**src/rtl/multi_sync_debounce.sv**
```systemverilog
// Multi-channel CDC synchronizer with per-channel debounce filter and edge pulses.
// Each channel is synchronized, then must hold a new level for T cycles before the output follows.
module multi_sync_debounce #(
   parameter int               WIDTH      = 5,
   parameter int               STAGES     = 2,
   parameter int               FILTER_LEN = 4,
   parameter logic [WIDTH-1:0] RESET_VAL  = {WIDTH{1'b0}}
) (
   input  logic             cdc_clk,
   input  logic             cdc_rstn,
   input  logic [WIDTH-1:0] input_signal,
   input  logic             filter_en,
   output logic [WIDTH-1:0] output_signal,
   output logic [WIDTH-1:0] rise_pulse,
   output logic [WIDTH-1:0] fall_pulse,
   output logic             change_any
);

   localparam int               CNT_W   = $clog2(FILTER_LEN + 1);
   localparam logic [CNT_W-1:0] FILT_M1 = CNT_W'(FILTER_LEN - 1);

   logic [WIDTH-1:0] sync_q [STAGES];
   logic [WIDTH-1:0] sync_d [STAGES];
   logic [CNT_W-1:0] cnt_q  [WIDTH];
   logic [CNT_W-1:0] cnt_d  [WIDTH];
   logic [WIDTH-1:0] out_q, out_d;
   logic [WIDTH-1:0] rise_q, rise_d;
   logic [WIDTH-1:0] fall_q, fall_d;
   logic [WIDTH-1:0] sync_out;
   logic [CNT_W-1:0] thr_m1;

   always_comb begin
      sync_d[0] = input_signal;
      for (int s = 1; s < STAGES; s++) begin
         sync_d[s] = sync_q[s-1];
      end
   end

   assign sync_out = sync_q[STAGES-1];

   // Compare against T-1 with >= so a threshold drop mid-count fires on the next differing edge.
   always_comb begin
      thr_m1 = filter_en ? FILT_M1 : '0;
      out_d  = out_q;
      rise_d = '0;
      fall_d = '0;
      for (int i = 0; i < WIDTH; i++) begin
         cnt_d[i] = '0;
         if (sync_out[i] != out_q[i]) begin
            if (cnt_q[i] >= thr_m1) begin
               out_d[i]  = sync_out[i];
               rise_d[i] = sync_out[i];
               fall_d[i] = ~sync_out[i];
            end else begin
               cnt_d[i] = cnt_q[i] + CNT_W'(1);
            end
         end
      end
   end

   always_ff @(posedge cdc_clk) begin
      if (!cdc_rstn) begin
         for (int s = 0; s < STAGES; s++) begin
            sync_q[s] <= RESET_VAL;
         end
         for (int i = 0; i < WIDTH; i++) begin
            cnt_q[i] <= '0;
         end
         out_q  <= RESET_VAL;
         rise_q <= '0;
         fall_q <= '0;
      end else begin
         for (int s = 0; s < STAGES; s++) begin
            sync_q[s] <= sync_d[s];
         end
         for (int i = 0; i < WIDTH; i++) begin
            cnt_q[i] <= cnt_d[i];
         end
         out_q  <= out_d;
         rise_q <= rise_d;
         fall_q <= fall_d;
      end
   end

   assign output_signal = out_q;
   assign rise_pulse    = rise_q;
   assign fall_pulse    = fall_q;
   assign change_any    = |(rise_q | fall_q);

endmodule

```
**config.mk**
```make
export PLATFORM = sky130hd
export DESIGN_NAME = multi_sync_debounce
export DESIGN_NICKNAME = d
export VERILOG_FILES = /design/src/rtl/multi_sync_debounce.sv
export SDC_FILE = /design/constraint.sdc
export NUM_CORES = 1
export LEC_CHECK = 0
export ABC_AREA = 1
export CAP_MARGIN = 30
export CORE_ASPECT_RATIO = 1.2
export CORE_MARGIN = 1
export CORE_UTILIZATION = 50
export CTS_CLUSTER_DIAMETER = 100
export DETAILED_ROUTE_END_ITERATION = 10
export DONT_BUFFER_PORTS = 1
export PLACE_DENSITY = 0.74
export SLEW_MARGIN = 20
export SYNTH_ARGS = -nofsm -noshare
export SYNTH_HDL_FRONTEND = slang
export SYNTH_SLANG_ARGS = --single-unit
```
**constraint.sdc**
```tcl
create_clock -name cdc_clk -period 2.6 [get_ports cdc_clk]
set_input_delay 0.26 -clock cdc_clk [delete_from_list [all_inputs] [get_ports cdc_clk]]
set_output_delay 0.26 -clock cdc_clk [all_outputs]
set_load 0.01 [all_outputs]
```
==> qor.csv, run 1 <==
stage,metric,value,unit
clock_tree,Clk Tree Root Cell,clkbuf_4,
worst_setup_path,CP startpoint kind,flip-flop,
detailed_routing,DRC Markers,0,
cells_and_area,final core utilization,57.3,%
sta,Hold Worst Slack,18.0,ps
worst_setup_path,flop2flop setup slack,1380,ps
worst_setup_path,Critical Path End Type,output port,
place,RD Place Congestion,0.809,
global_routing,largest net degree at the start of global routing,12,
sta,Tcrit/Tclk final,57.5,%
pwr,Worst VDD drop,0.383,mV
pwr,cell area power density,569,mW/mm^2
synth,top post-synthesis cells by area,"dfxtp_1 (49%), ha_1 (11%), nand2_1 (9.6%), nor2_1 (9.3%), inv_1 (7.5%)",
floorplan,die area,0.00353,mm^2
place,placed wire-length estimate,1880,um
floorplan,Site Rows,22,
sta,Final Hold Viols,0,
cells_and_area,Antenna Cells,0,
sta,Worst Skew,2.74,ps
place,placed cell area,0.00168,mm^2
sta,Final Max Slew Viols,0,
sta,FMAX,669,MHz
global_routing,initial antenna violation count,0,
clock_tree,level count of the clock H-tree,2,
pwr,P_leak,0.000867,uW
synth,adder-cell share of the synthesized area,11.4,%
global_routing,GRT Overall Usage,17.5,%
global_routing,global-route wire length before repair,4350,um
floorplan,Die W,54.4,um
synth,dominant cell type by area after synthesis,dfxtp_1,
detailed_routing,Via Count,1159,
detailed_routing,WL/cell,10.0,um
sta,# setup viols final,0,
cells_and_area,Synth-to-Final Area Change,8.20,%
clock_tree,post-CTS resize count,0,
sta,post-route minimum period,1500,ps
worst_setup_path,critical path class,flip-flop to output port,
worst_setup_path,reg2reg path depth,9,
synth,Syn Std Cell Area,0.00165,mm^2
detailed_routing,Final ANT Viol Nets,0,
detailed_routing,via/cell ratio,4.67,
worst_hold_path,critical hold path startpoint,cdc_rstn,
floorplan,height of the die,64.9,um
place,DP Cell Count,235,
global_routing,gr ovfl total,0,
clock_tree,latest clock arrival within the worst-skew pair,340,ps
synth,mux contribution to synthesized area,0,%
cells_and_area,layout cells sized above 1,8.96,%
sta,Slew @ Worst Pin,352,ps
cells_and_area,final net count,235,
worst_hold_path,Tightest Hold Check Type,input port to flip-flop,
clock_tree,CTS Sinks,40,
worst_setup_path,reg-to-reg endpoint,cnt_q[0][14],
place,Port-buffer cells,0,
job,max-cap viol count,0,
detailed_routing,drt first pass iters,5,
cells_and_area,Final Non-Filler Cells,248,
clock_tree,Max Buffers Root-to-Sink,2,
synth,simple-gate share of the synthesized area,26.9,%
synth,number of synthesized register bits,40,
floorplan,initial core utilization,53.0,%
clock_tree,total CTS buffers,5,
synth,synthesized instance count,201,
synth,Synth Area in Compound Gates,1.97,%
outcome,status,finished clean,
global_routing,vias in the first global route,1123,
worst_setup_path,"Arr. time, crit path",1240,ps
synth,Synth warnings,0,
worst_hold_path,WHS Path Cells,2,
synth,post-synth top area share,48.6,%
synth,syn avg cell area,8.20,um^2
detailed_routing,WL final,2480,um
clock_tree,TritonCTS clock tree,yes,
worst_setup_path,CP max FO,2,
synth,post-synthesis xor/xnor area fraction,2.66,%
floorplan,Core Area,0.00311,mm^2
sta,worst slew margin relative to its limit,76.3,%
detailed_routing,initial drt markers,24,
cells_and_area,multi-input logic area,707,um^2
clock_tree,Clock transition at path regs,110,ps
sta,TNS Setup,0,ps
floorplan,IO Pins,24,
cells_and_area,FF+latch area,801,um^2
sta,unrepaired setup endpoints after global routing,no,
worst_setup_path,CP Data Required Time,2340,ps
worst_setup_path,worst r2r src,cnt_q[0][12],
synth,Synth cell types,17,
cells_and_area,"final std cell area, no fill",0.00178,mm^2
clock_tree,setup bufs post-CTS,0,
synth,largest family of logic cells by synthesized area,simple AND/OR/NAND/NOR gates,
worst_hold_path,hold path endpoint,sync_q[0][6],
cells_and_area,fillers,301,
synth,"Seq/Total Area, Yosys",48.6,%
synth,Synthesized Nets,224,
-- stage by stage --
stage | setup slack, ps | power [uW]
after floorplan | 1500 | 725
after global placement | 1420 | 732
after detailed placement | 1400 | 734
after CTS | 1040 | 1030
after global routing | 982 | 1080
final | 1100 | 1010
-- timing repair --
item / CTS / global route
hold endpoints to repair: 8 / 1
hold buffers: 5 / 1
setup endpoints to repair: 0 / 0
-- cell type report --
cell class / count / area share (%)
clock buffers: 6 / 2.32
repair buffers: 6 / 3.37
clock inverters: 1 / 0.281
multi-input cells: 126 / 39.6
well taps: 36 / 2.53
flip-flops and latches: 40 / 44.9
inverters: 33 / 6.95
-- power by group --
part	switching, uW	internal, uW	total [uW]
clock	187	99.7	286
combinational	48.8	33.7	82.5
sequential	15.0	630	645
total	250	763	1010
-- worst max-delay path, stage by stage, from the launching register on --
cell and delay (ps):
dfxtp_1 350, nor4_1 380, nand2_1 160
-- layer usage --
metal  up-vias  track usage, %  share of wire (%)
met4         0            8.65                1.7
met5         -               0                  0
li1        625               -                  -
met1       505            19.8                 46
met2        24            26.8                 47
met3         5            7.98                5.7
-- synthesized netlist by cell type (all sizes together) --
cell   instances
nor2          46
nand2         45
dfxtp         40
inv           33
ha            15
nand3          8
xnor2          5
a21oi          3
buf            2
o21ai          2
nor3           1
nor4           1
-- how the worst max path moves through the flow --
stage / startpoint / end / slack (ps) / depth (start not counted)
final: fall_pulse[3] / change_any / 1100 / 2
after global routing: fall_pulse[1] / change_any / 980 / 4
after CTS: fall_pulse[3] / change_any / 1040 / 2
after detailed placement: cnt_q[0][9] / cnt_q[0][11] / 1400 / 9
after global placement: cnt_q[0][9] / cnt_q[0][9] / 1420 / 9
after floorplan: cnt_q[0][0] / output_signal[0] / 1500 / 8
-- sequential cells by signal, summed over array words and instances (netlist names) --
signal	cells
cnt_q	15
sync_q	10
fall_pulse	5
output_signal	5
rise_pulse	5
-- cells in the final DEF (no fill, tap or decap) --
master / n
clkbuf_4: 5
nor2_2: 2
nor3_1: 1
inv_1: 33
xnor2_1: 5
ha_1: 15
nor4_1: 1
nand3_1: 5
dlygate4sd3_1: 6
clkbuf_1: 1
dfxtp_1: 40
clkinv_2: 1
nand2_2: 3
nand3_2: 3
nand2_1: 42
nor2_4: 3
o21ai_2: 2
nor2_1: 41
a21oi_1: 3
-- cells by family after synthesis --
logic type,after synthesis
AND/OR/NAND/NOR,101
flip-flops,40
buffers and inverters,35
adder cells (fa/ha/maj),15
AO/OA/AOI/OAI,5
XOR/XNOR,5
Note: power is estimated with default switching activity, not from simulation.
==> run 2: changes to the inputs <==
--- a/config.mk
+++ b/config.mk
@@ -13,7 +13,7 @@
 export CTS_CLUSTER_DIAMETER = 100
 export DETAILED_ROUTE_END_ITERATION = 10
 export DONT_BUFFER_PORTS = 1
-export PLACE_DENSITY = 0.74
+export PLACE_DENSITY = 0.77
 export SLEW_MARGIN = 20
 export SYNTH_ARGS = -nofsm -noshare
 export SYNTH_HDL_FRONTEND = slang
==> constraint.sdc (replaced) <==
create_clock -name cdc_clk -period 1.3 [get_ports cdc_clk]
set_input_delay 0.13 -clock cdc_clk [delete_from_list [all_inputs] [get_ports cdc_clk]]
set_output_delay 0.13 -clock cdc_clk [all_outputs]
set_load 0.01 [all_outputs]
==> qor.csv, run 2 (same netlist as run 1, synthesis figures left out) <==
stage,metric,value,unit,change
outcome,status,finished clean,,
detailed_routing,WL met3,86,um,-39%
clock_tree,Clk Tree Root Cell,clkbuf_4,,
worst_hold_path,WHS Path Cells,6,,+4
job,max-cap viol count,0,,unchanged
sta,Final Hold Viols,0,,unchanged
sta,post-route minimum period,1230,ps,
cells_and_area,most frequent cells in the layout,"nor2_1 (40), nand2_1 (36), inv_1 (31), dfxtp_1 (31), ha_1 (15)",,
worst_setup_path,Critical Path End Type,output port,,
worst_setup_path,reg2reg path depth,8,,-1
worst_setup_path,worst r2r src,cnt_q[0][0],,
detailed_routing,Post-Route M1 WL,1130,um,-0.71%
worst_hold_path,hold path endpoint,cnt_q[0][6],,
worst_setup_path,CP startpoint kind,flip-flop,,
global_routing,initial antenna violation count,0,,unchanged
floorplan,IO Pins,24,,unchanged
global_routing,gr ovfl total,0,,unchanged
clock_tree,level count of the clock H-tree,2,,unchanged
sta,unrepaired setup endpoints after global routing,yes,,
clock_tree,CTS Sinks,40,,unchanged
place,DP Cell Count,235,,unchanged
floorplan,Site Rows,22,,unchanged
worst_setup_path,flop2flop setup slack,110,ps,-1270 ps
global_routing,vias in the first global route,1175,,+4.6%
sta,Tcrit/Tclk final,94.3,%,
cells_and_area,"final std cell area, no fill",0.00188,mm^2,+5.6%
sta,FMAX,816,MHz,
cells_and_area,Regs by FF count,"cnt_q (15), sync_q (10)",,
pwr,P_leak,0.000908,uW,+4.7%
detailed_routing,wire length on met2,1340,um,+15%
detailed_routing,initial drt markers,36,,+50%
pwr,power share of the clock group,30.0,%,+1.8 points
cells_and_area,Final Non-Filler Cells,252,,+1.6%
worst_setup_path,CP Data Required Time,1170,ps,-1170 ps
floorplan,initial core utilization,53.0,%,unchanged
cells_and_area,Synth-to-Final Area Change,14.3,%,
worst_hold_path,Tightest Hold Check Type,input port to flip-flop,,
cells_and_area,fillers,299,,-0.66%
clock_tree,total CTS buffers,5,,unchanged
detailed_routing,via/cell ratio,4.81,,+2.9%
worst_setup_path,reg-to-reg endpoint,output_signal[0],,
pwr,cell area power density,1130,mW/mm^2,+98%
pwr,Sw Ratio,24.6,%,-0.085 points
cells_and_area,max reg flops,15,,unchanged
sta,Final Max Slew Viols,0,,unchanged
detailed_routing,uppermost routed layer,met4,,
cells_and_area,layout cells sized above 1,20.4,%,+11 points
detailed_routing,WL final,2590,um,+4.5%
clock_tree,Max Buffers Root-to-Sink,2,,unchanged
sta,Hold Worst Slack,214,ps,+196 ps
floorplan,Core Area,0.00311,mm^2,unchanged
clock_tree,latest clock arrival within the worst-skew pair,340,ps,about the same
clock_tree,Clock transition at path regs,120,ps,about the same
place,placed wire-length estimate,1860,um,-1.0%
detailed_routing,Final ANT Viol Nets,0,,unchanged
floorplan,Die W,54.4,um,unchanged
cells_and_area,final net count,238,,+1.3%
pwr,Switch Pwr,522,uW,+110%
place,placed cell area,0.00168,mm^2,unchanged
detailed_routing,drt first pass iters,4,,-1
global_routing,largest net degree at the start of global routing,14,,+2
pwr,Power Internal,1600,uW,+110%
detailed_routing,DRC Markers,0,,unchanged
place,RD Place Congestion,0.806,,-0.38%
global_routing,global-route wire length before repair,4510,um,+3.8%
floorplan,height of the die,64.9,um,unchanged
cells_and_area,largest register by flop count,cnt_q,,
cells_and_area,Antenna Cells,0,,unchanged
worst_setup_path,"Arr. time, crit path",1100,ps,-140 ps
worst_setup_path,CP max FO,2,,unchanged
detailed_routing,WL/cell,10.3,um,+2.8%
worst_hold_path,critical hold path startpoint,filter_en,,
floorplan,die area,0.00353,mm^2,unchanged
sta,worst slew margin relative to its limit,57.3,%,-19 points
place,Port-buffer cells,0,,unchanged
cells_and_area,"most common cell after layout, fill and taps aside",nor2_1,,
sta,Slew @ Worst Pin,641,ps,+289 ps
sta,Worst Skew,9.34,ps,+6.60 ps
detailed_routing,Via Count,1212,,+4.6%
pwr,register share of total power,61.0,%,-2.6 points
cells_and_area,final core utilization,60.5,%,+3.2 points
pwr,Design Power,2120,uW,+110%
worst_setup_path,critical path class,flip-flop to output port,,
global_routing,GRT Overall Usage,18.0,%,+0.55 points
pwr,Comb pwr share,9.0,%,+0.9 points
pwr,Worst VDD drop,0.984,mV,+160%
clock_tree,TritonCTS clock tree,yes,,
sta,# setup viols final,0,,unchanged
-- run 2: changes by cell type in the layout (fill, tap and decap cells not counted), sizes merged --
cell	change
dlymetal6s4s	+1
clkinv	+1
buf	+2
-- run 2: through the flow --
step / setup TNS, ps / setup WS (ps)
global route: -96.9 / -70.9
global placement: 0 / 123
floorplan: 0 / 195
detailed placement: 0 / 96.7
CTS: 0 / 5.84
finish: 0 / 74.2
-- run 2: layout make-up --
class | count | area, um^2 | share of cell area (%)
tap | 36 | 45.0 | 2.39
clock buffer | 6 | 51.3 | 2.72
timing repair buffer | 9 | 87.6 | 4.65
clock inverter | 2 | 10.0 | 0.532
sequential | 40 | 812 | 43.1
inverter | 33 | 124 | 6.58
multi-input combinational | 126 | 753 | 40.0
-- run 2: power by group through the flow --
stage | registers, uW | logic (uW) | clock network, uW
finish | 1290 | 191 | 636
global route | 1300 | 225 | 723
CTS | 1290 | 176 | 667
detailed placement | 1320 | 150 | 0
global placement | 1320 | 146 | 0
floorplan | 1310 | 138 | 0
-- run 2: repair_timing --
action | CTS | global route
endpoints found under the hold margin | 22 | 0
buffers inserted | 0 | 2
hold buffers | 7 | 0
pin swaps | 2 | 3
resized for setup | 6 | 18
setup endpoints to repair | 1 | 23
-- run 2: per-layer routing --
metal / GRT usage, % / vias to the layer above
met2: 30.8 / 22
met4: 10.6 / 0
met5: 0 / -
met3: 5.63 / 4
li1: - / 631
met1: 18.3 / 555
-- run 2: how the worst max path moves through the flow --
stage	start	to	slack (ps)	depth (start not counted)
global placement	cnt_q[0][0]	output_signal[0]	120	8
finish	rise_pulse[1]	change_any	70	4
floorplan	cnt_q[0][0]	output_signal[0]	200	8
global route	fall_pulse[2]	change_any	-70	4
CTS	rise_pulse[1]	change_any	6	4
detailed placement	cnt_q[0][0]	output_signal[0]	100	8
-- run 2: critical path, stage by stage, from the launching register on --
cell and delay (ps):
dfxtp_1 380, nor2_4 100, nand2_1 70, nor3_2 120, nand2_2 90
==> run 3: changes to the inputs <==
--- a/config.mk
+++ b/config.mk
@@ -6,6 +6,7 @@
 export NUM_CORES = 1
 export LEC_CHECK = 0
 export ABC_AREA = 1
+export ABC_CLOCK_PERIOD_IN_PS = 1300
 export CAP_MARGIN = 30
 export CORE_ASPECT_RATIO = 1.2
 export CORE_MARGIN = 1
==> constraint.sdc (replaced) <==
create_clock -name cdc_clk -period 1.3 [get_ports cdc_clk]
set_input_delay 0.13 -clock cdc_clk [delete_from_list [all_inputs] [get_ports cdc_clk]]
set_output_delay 0.13 -clock cdc_clk [all_outputs]
set_load 0.1 [all_outputs]
==> qor.csv, run 3 (same netlist as run 1, synthesis figures left out) <==
stage,metric,value,unit,change
cells_and_area,final net count,253,,+6.3%
clock_tree,level count of the clock H-tree,2,,unchanged
worst_hold_path,WHS Path Cells,6,,unchanged
worst_setup_path,CP max FO,2,,unchanged
floorplan,Core Area,0.00311,mm^2,unchanged
place,RD Place Congestion,0.808,,+0.22%
cells_and_area,final core utilization,65.6,%,+5.1 points
clock_tree,Clk Tree Root Cell,clkbuf_4,,
floorplan,height of the die,64.9,um,unchanged
clock_tree,CTS Sinks,40,,unchanged
worst_setup_path,"Arr. time, crit path",1250,ps,+150 ps
worst_setup_path,CP startpoint kind,flip-flop,,
global_routing,gr ovfl total,0,,unchanged
floorplan,Die W,54.4,um,unchanged
worst_setup_path,Critical Path End Type,output port,,
cells_and_area,multi-input logic area,756,um^2,+0.33%
floorplan,Site Rows,22,,unchanged
pwr,cell area power density,1200,mW/mm^2,+6.5%
sta,Final Max Slew Viols,0,,unchanged
global_routing,initial antenna violation count,0,,unchanged
cells_and_area,largest register by flop count,cnt_q,,
place,placed cell area,0.00183,mm^2,+9.2%
clock_tree,Max Buffers Root-to-Sink,2,,unchanged
cells_and_area,FF+latch area,826,um^2,+1.7%
detailed_routing,WL/cell,10.0,um,-2.8%
cells_and_area,layout cells sized above 1,30.3,%,+9.9 points
sta,Slew @ Worst Pin,748,ps,+108 ps
global_routing,global-route wire length before repair,4420,um,-2.1%
cells_and_area,most frequent cells in the layout,"nor2_1 (38), nand2_1 (37), inv_1 (33)",,
floorplan,IO Pins,24,,unchanged
sta,unrepaired setup endpoints after global routing,yes,,
cells_and_area,fillers,255,,-15%
pwr,Design Power,2450,uW,+15%
worst_hold_path,Tightest Hold Check Type,input port to flip-flop,,
detailed_routing,WL final,2670,um,+3.0%
sta,post-route minimum period,1380,ps,+152 ps
clock_tree,TritonCTS clock tree,yes,,
sta,# setup viols final,1,,+1
outcome,status,"finished, violations left",,
cells_and_area,Synth-to-Final Area Change,23.8,%,
cells_and_area,Antenna Cells,0,,unchanged
detailed_routing,via/cell ratio,4.68,,-2.7%
cells_and_area,"final std cell area, no fill",0.00204,mm^2,+8.4%
sta,worst slew margin relative to its limit,50.1,%,-7.2 points
place,DP Worst Slack,62.4,ps,-34.3 ps
floorplan,die area,0.00353,mm^2,unchanged
sta,setup ws final,-78.2,ps,-152 ps
detailed_routing,Via Count,1249,,+3.1%
sta,Tcrit/Tclk final,106,%,+12 points
pwr,Worst VDD drop,1.04,mV,+5.8%
worst_setup_path,critical path class,flip-flop to output port,,
clock_tree,Clock transition at path regs,110,ps,about the same
cells_and_area,Regs by FF count,"cnt_q (15), sync_q (10)",,
detailed_routing,drt first pass iters,4,,unchanged
detailed_routing,initial drt markers,28,,-22%
global_routing,GRT Overall Usage,18.1,%,+0.076 points
cells_and_area,max reg flops,15,,unchanged
sta,Worst Skew,3.97,ps,-5.38 ps
clock_tree,total CTS buffers,5,,unchanged
detailed_routing,DRC Markers,0,,unchanged
global_routing,largest net degree at the start of global routing,19,,+5
cells_and_area,"most common cell after layout, fill and taps aside",nor2_1,,
clock_tree,latest clock arrival within the worst-skew pair,340,ps,about the same
outcome,failing checks,setup timing,,
job,max-cap viol count,0,,unchanged
worst_setup_path,CP Data Required Time,1170,ps,about the same
worst_setup_path,reg2reg path depth,9,,+1
global_routing,vias in the first global route,1127,,-4.1%
place,placed wire-length estimate,1890,um,+1.4%
sta,Hold Worst Slack,214,ps,+0.0470 ps
pwr,P_leak,0.00101,uW,+11%
sta,Final Hold Viols,0,,unchanged
sta,FMAX,726,MHz,-11%
detailed_routing,Final ANT Viol Nets,0,,unchanged
place,Port-buffer cells,0,,unchanged
floorplan,initial core utilization,53.0,%,unchanged
worst_setup_path,flop2flop setup slack,70,ps,-40 ps
run 3: power by group:
group / leakage [uW] / switching, uW / internal, uW / total, uW
combinational: 0.000635 / 249 / 112 / 361
sequential: 0.000335 / 24.2 / 1260 / 1290
clock: 0.0000412 / 397 / 401 / 798
total: 0.00101 / 671 / 1780 / 2450
run 3: metrics by stage:
| stage | TNS, ps | cells |
|---|---|---|
| after detailed placement | 0 | 251 |
| final | -78.2 | 267 |
| after global routing | -242 | 267 |
| after floorplan | -102 | 201 |
| after global placement | 0 | 251 |
| after CTS | -453 | 265 |
run 3: what timing repair did:
action	CTS	global route
setup buffers	0	2
hold endpoints to repair	24	0
endpoints found under the setup margin	1	29
hold buffers	6	0
pin swaps	0	1
gates resized for setup	7	11
run 3: cell type report:
class                           instances  area share, %
Multi-Input combinational cell        126           37.0
Timing Repair Buffer                   24           10.3
Clock buffer                            5           1.84
Sequential cell                        40           40.5
Clock inverter                          3           2.08
Inverter                               33           6.07
Tap cell                               36           2.21
run 3: worst paths after layout:
check / start / endpoint
hold / removal: filter_en / output_signal[0]
hold reg to reg: cnt_q[0][3] / cnt_q[0][3]
setup / recovery: fall_pulse[1] / change_any
setup reg to reg: cnt_q[0][9] / cnt_q[0][10]
run 3: worst max-delay path, stage by stage, from the launching register on:
cell	delay [ps]
dfxtp_2	350
nor2_4	110
nand2_2	70
nor3_2	120
nand2_2	90
buf_12	170
run 3: per-layer routing:
metal,vias to the layer above,part of all wire [%],track usage [%]
met2,25,51,30.8
met3,7,4.0,5.40
met5,-,0,0
li1,665,-,-
met1,552,43,19.1
met4,0,2.1,9.62
